### src/rtl/trap_ctrl_pkg.sv
// trap_ctrl_pkg: register map, register index type and CAUSE layout shared by the trap controller
package trap_ctrl_pkg;
  localparam logic [3:0] OFF_PEND  = 4'h0;
  localparam logic [3:0] OFF_MASK  = 4'h2;
  localparam logic [3:0] OFF_MODE  = 4'h4;
  localparam logic [3:0] OFF_CAUSE = 4'h6;
  localparam logic [3:0] OFF_GIE   = 4'h8;
  localparam int CAUSE_VALID = 15;
  localparam int MAX_SRC = 16;
  typedef enum logic [2:0] {R_PEND, R_MASK, R_MODE, R_CAUSE, R_GIE} reg_idx_t;
endpackage

### src/rtl/trap_prio_enc.sv
// trap_prio_enc: lowest-index-wins priority encoder over N request bits
module trap_prio_enc #(
  parameter int N = 8
) (
  input  logic [N-1:0] req,
  output logic         any,
  output logic [3:0]   id
);
  // scan from the top down so the lowest set index is the last to write id
  always_comb begin
    any = |req;
    id = 4'h0;
    for (int i = N - 1; i >= 0; i--) if (req[i]) id = 4'(i);
  end
endmodule

### src/rtl/trap_ctrl.sv
// trap_ctrl: N-source trap controller with pending/mask/mode/cause/gie registers on the core bus
module trap_ctrl
  import trap_ctrl_pkg::*;
#(
  parameter int          N_SRC     = 8,
  parameter logic [15:0] ADDR_BASE = 16'hFF00
) (
  input  logic             clk,
  input  logic             rst_n,
  input  logic [N_SRC-1:0] irq,
  output logic             trap,
  input  logic             trap_ack,
  input  logic             mem_valid,
  input  logic [15:0]      mem_addr,
  input  logic [1:0]       mem_wstrb,
  input  logic [15:0]      mem_wdata,
  output logic [15:0]      mem_rdata,
  output logic             mem_ready
);
  typedef enum logic {S_IDLE, S_RESP} state_t;
  state_t state;
  logic [N_SRC-1:0] pend_e, prev, mask, mode, pend, active, rise, w1c;
  logic [15:0] off, wm, wv, mask_w, mode_w, rd_val, cause;
  logic sel, go, we, gie, any, unused_hi;
  logic [3:0] id;
  reg_idx_t idx;
  assign off = mem_addr - ADDR_BASE;
  assign sel = mem_valid & (mem_addr >= ADDR_BASE) & (off <= 16'(OFF_GIE)) & ~mem_addr[0];
  assign idx = reg_idx_t'(off[3:1]);
  assign go = (state == S_IDLE) & sel;
  assign we = go & |mem_wstrb;
  assign wm = {{8{mem_wstrb[1]}}, {8{mem_wstrb[0]}}};
  assign wv = mem_wdata & wm;
  assign mask_w = (16'(mask) & ~wm) | wv;
  assign mode_w = (16'(mode) & ~wm) | wv;
  assign w1c = (we && idx == R_PEND) ? wv[N_SRC-1:0] : '0;
  assign rise = irq & ~prev & mode;
  assign pend = (pend_e & mode) | (irq & ~mode);
  assign active = pend & mask;
  assign unused_hi = ^{mask_w, mode_w, wv, off};
  trap_prio_enc #(.N(N_SRC)) u_enc (.req(active), .any(any), .id(id));
  // read mux for the addressed register, unused high bits read as zero
  always_comb begin
    rd_val = idx == R_PEND ? 16'(pend) :
             idx == R_MASK ? 16'(mask) :
             idx == R_MODE ? 16'(mode) :
             idx == R_CAUSE ? cause :
             idx == R_GIE ? {15'h0, gie} : 16'h0;
  end
  // bus access FSM, register writes, edge capture and trap/ack handling
  always_ff @(posedge clk or negedge rst_n) begin
    if (!rst_n) begin
      state <= S_IDLE;
      mem_ready <= 1'b0;
      mem_rdata <= 16'h0;
      trap <= 1'b0;
      prev <= '0;
      pend_e <= '0;
      mask <= '0;
      mode <= '0;
      cause <= 16'h0;
      gie <= 1'b0;
    end else begin
      state <= go ? S_RESP : S_IDLE;
      mem_ready <= go;
      mem_rdata <= go ? rd_val : 16'h0;
      prev <= irq;
      pend_e <= ((pend_e & ~w1c) | rise) & mode;
      trap <= ~trap_ack & gie & any;
      if (we && idx == R_MASK) mask <= mask_w[N_SRC-1:0];
      if (we && idx == R_MODE) mode <= mode_w[N_SRC-1:0];
      if (we && idx == R_CAUSE) cause <= 16'h0;
      if (we && idx == R_GIE && mem_wstrb[0]) gie <= mem_wdata[0];
      if (trap_ack) begin
        gie <= 1'b0;
        cause <= any ? ((16'h1 << CAUSE_VALID) | 16'(id)) : 16'h0;
      end
    end
  end
endmodule

### config.mk
export PLATFORM = sky130hd
export DESIGN_NAME = trap_ctrl
export DESIGN_NICKNAME = d
export VERILOG_FILES = /design/src/rtl/trap_ctrl_pkg.sv /design/src/rtl/trap_prio_enc.sv /design/src/rtl/trap_ctrl.sv
export SDC_FILE = /design/constraint.sdc
export NUM_CORES = 1
export LEC_CHECK = 0
export ABC_CLOCK_PERIOD_IN_PS = 2800
export BUFFER_PORTS_ARGS = -buffer_cell sky130_fd_sc_hd__buf_2
export CORE_MARGIN = 2
export CORE_UTILIZATION = 45
export DETAILED_ROUTE_END_ITERATION = 10
export GPL_TIMING_DRIVEN = 0
export PLACE_DENSITY_LB_ADDON = 0.15
export SETUP_SLACK_MARGIN = 0.02
export SLEW_MARGIN = 20
export SYNTH_ARGS = -nofsm -noshare
export SYNTH_HDL_FRONTEND = slang
export SYNTH_SLANG_ARGS = --single-unit
### constraint.sdc
create_clock -name clk -period 2.8 [get_ports clk]
set_clock_uncertainty 0.1 [all_clocks]
set_input_delay 0 -clock clk [delete_from_list [all_inputs] [get_ports clk]]
set_output_delay 0 -clock clk [all_outputs]
set_load 0.01 [all_outputs]
==> metrics <==
library cells used by synthesis 48; status finished, final reports clean; # diodes 0; CTS Root Cell clkbuf_8; Final Max Slew Viols 0; post-CTS resize count 0; fill count 469; Post-synth EDFFs 0; htree depth 2; HPWL Detailed 3600 um; crit share post-route 83.8%; Worst-Skew Late Latency 0.29 ns; post-synthesis async set-or-reset flop share 100%; max-cap violations 0; Global Route Usage Sum 19.3%; DRC 0; initial core utilization 46.9%; Peak VDD IR 0.261 mV; RSZ-0062 raised after global routing no; DRT antenna net count 0; clk slew on worst S/H paths 0.08 ns; vias 1865; fmax 426 MHz; DRT Pass-1 Iters 4; number of port buffers 47; wire length per cell after detailed routing 14.7 um; most instantiated library cell after synthesis dfrtp_1; top cells by count, synth 48 x dfrtp_1, 20 x mux2_2, 14 x nand2_1; initial antenna violation count 0; io pins 64; ys flop type dfrtp_1; Worst Path Max Fanout 4; placeable core region 5140 um^2; number of global-route vias before repair 1896; layout cells sized above 1 33.1%; grt total ovfl 0; DR vias/cell 5.22; initial DRC count 115; Post-Route Setup TNS 0 ns; first-pass GRT wire length 9070 um; syn_area_per_cell 11.7 um^2; gpl congestion 0.749; Synth Register Bits 48; Area Overhead vs Synth 26.7%; # rows 26; Cell Area, Synth 2410 um^2; CTS sink cnt 48; slew margin rel. 60.0%; final WL 5240 um; final setup fails 0; CP Cell Sequence nand4bb_1 > or3_1 > nand2b_1 > o21ai_0 > a21oi_1 > dlygate4sd3_1; Yosys warnings 0; Period minus WS final 2.35 ns; Die ar. 5960 um^2; critical path startpoint category register; Die X 77.2 um; critical path data arrival time 2.43 ns; Hold Vio Cnt, Final 0; WS Path Type register to register; die span in y 77.2 um; Design Power 0.00126 W; Mapped Cells 206; Num CTS Buffers 5; slowest cell delay on critical path 0.56 ns; CTS tree done; CP top delay family simple AND/OR/NAND/NOR gates; worst path bufs/invs 1; clock tree buffer depth 2; Worst Setup End Kind register; Power Density 413 nW/um^2; Seq/Total Area, Yosys 49.8%; top cell type's share of synthesized area 49.8%; Lkg Pwr 1.47 nW; nets 334; largest net degree at the start of global routing 49; top cells by area, synth dfrtp_1 50%, mux2_2 9.3%, a21boi_0 2.8%; Crit-path slowest cell dlygate4sd3_1; Slew @ Worst Pin 0.600 ns; WP data required 2.88 ns; leading area contributor after synthesis dfrtp_1; min-delay worst type primary input to register
-- kinds of logic (layout without fill, tap and decap cells) --
kind of cell / count (synthesis) / in the layout / synth area share [%]
and+or+nand+nor: 59 / 59 / 15.6
adders and majority gates: 2 / 2 / 1.04
AOI/OAI and AO/OA: 49 / 49 / 16.0
DFF: 48 / 48 / 49.8
muxes: 27 / 27 / 12.9
other: 1 / 7 / 0.155
buffers and inverters: 20 / 95 / 4.56
-- worst min-delay path, cell delays in order --
cell and delay (ns):
buf_2 0.11, o41ai_4 0.07, o21a_1 0.11, nand2b_1 0.13, inv_1 0.05
-- layout make-up --
class                           instances  area (um^2)  area share [%]
Clock buffer                            8         90.1            2.95
Sequential cell                        48         1200            39.3
Inverter                                7         26.3           0.860
Tap cell                               70         87.6            2.87
Timing Repair Buffer                   67          438            14.3
Buffer                                 13         83.8            2.74
Multi-Input combinational cell        144         1130            36.9
-- metrics by stage --
step | utilization (%) | hold slack, ns | setup slack (ns) | area, um^2 | cells
after floorplan | - | -0.396 | 0.790 | 2430 | 212
after global placement | 53.7 | 0.0313 | 0.186 | 2760 | 329
after detailed placement | 53.7 | 0.0348 | 0.135 | 2760 | 329
after CTS | 59.3 | 0.111 | 0.103 | 3050 | 357
after global routing | 59.4 | 0.113 | 0.345 | 3060 | 357
final | 59.4 | 0.109 | 0.453 | 3060 | 357
-- report_power, final --
part           internal (W)  leakage [nW]  total, W  switching (W)
logic             0.0000682         0.771  0.000147      0.0000788
clock network      0.000202        0.0455  0.000416       0.000214
registers          0.000698         0.652  0.000700     0.00000180
total              0.000968          1.47   0.00126       0.000295
-- final timing paths --
| kind | slack (ns) | start | cells past startpoint | end |
|---|---|---|---|---|
| setup / recovery | 0.45 | mem_ready$_DFF_PN0_ | 6 | gie$_DFFE_PN0P_ |
| min in group asynchronous | 0.16 | rst_n | 2 | prev[6]$_DFF_PN0_ |
| hold reg to reg | 0.39 | cause[15]$_DFFE_PN0P_ | 2 | cause[15]$_DFFE_PN0P_ |
| hold / removal | 0.11 | mem_addr[7] | 5 | mem_ready$_DFF_PN0_ |
| setup reg to reg | 0.45 | mem_ready$_DFF_PN0_ | 6 | gie$_DFFE_PN0P_ |
| max in group asynchronous | 2.04 | rst_n | 2 | prev[3]$_DFF_PN0_ |
-- layer usage --
layer | vias up | wire length [um] | global-route usage [%]
met5 | - | 0 | 0
met4 | 0 | 75 | 6.43
met3 | 7 | 246 | 3.88
met2 | 51 | 2450 | 31.3
met1 | 903 | 2470 | 25.8
li1 | 904 | - | -
-- placed cells by master, fill, tap and decap left out, drive strengths merged, types with 7 or more instances in the layout --
| cell | Yosys | routed |
|---|---|---|
| nor2b | 8 | 8 |
| o21a | 9 | 9 |
| dfrtp | 48 | 48 |
| inv | 7 | 7 |
| nand2 | 14 | 14 |
| nor2 | 7 | 7 |
| a21boi | 9 | 9 |
| nor3 | 8 | 8 |
| clkbuf | 3 | 11 |
| dlygate4sd3 | 0 | 20 |
| nand4 | 7 | 7 |
| mux2 | 23 | 23 |
| conb | 1 | 7 |
| buf | 10 | 57 |
-- what timing repair did --
item | in CTS | in global routing
hold endpoints to repair | 85 | 0
setup buffers | 0 | 0
hold buffers | 20 | 0
No activity file was read; power rests on OpenSTA's default activity.
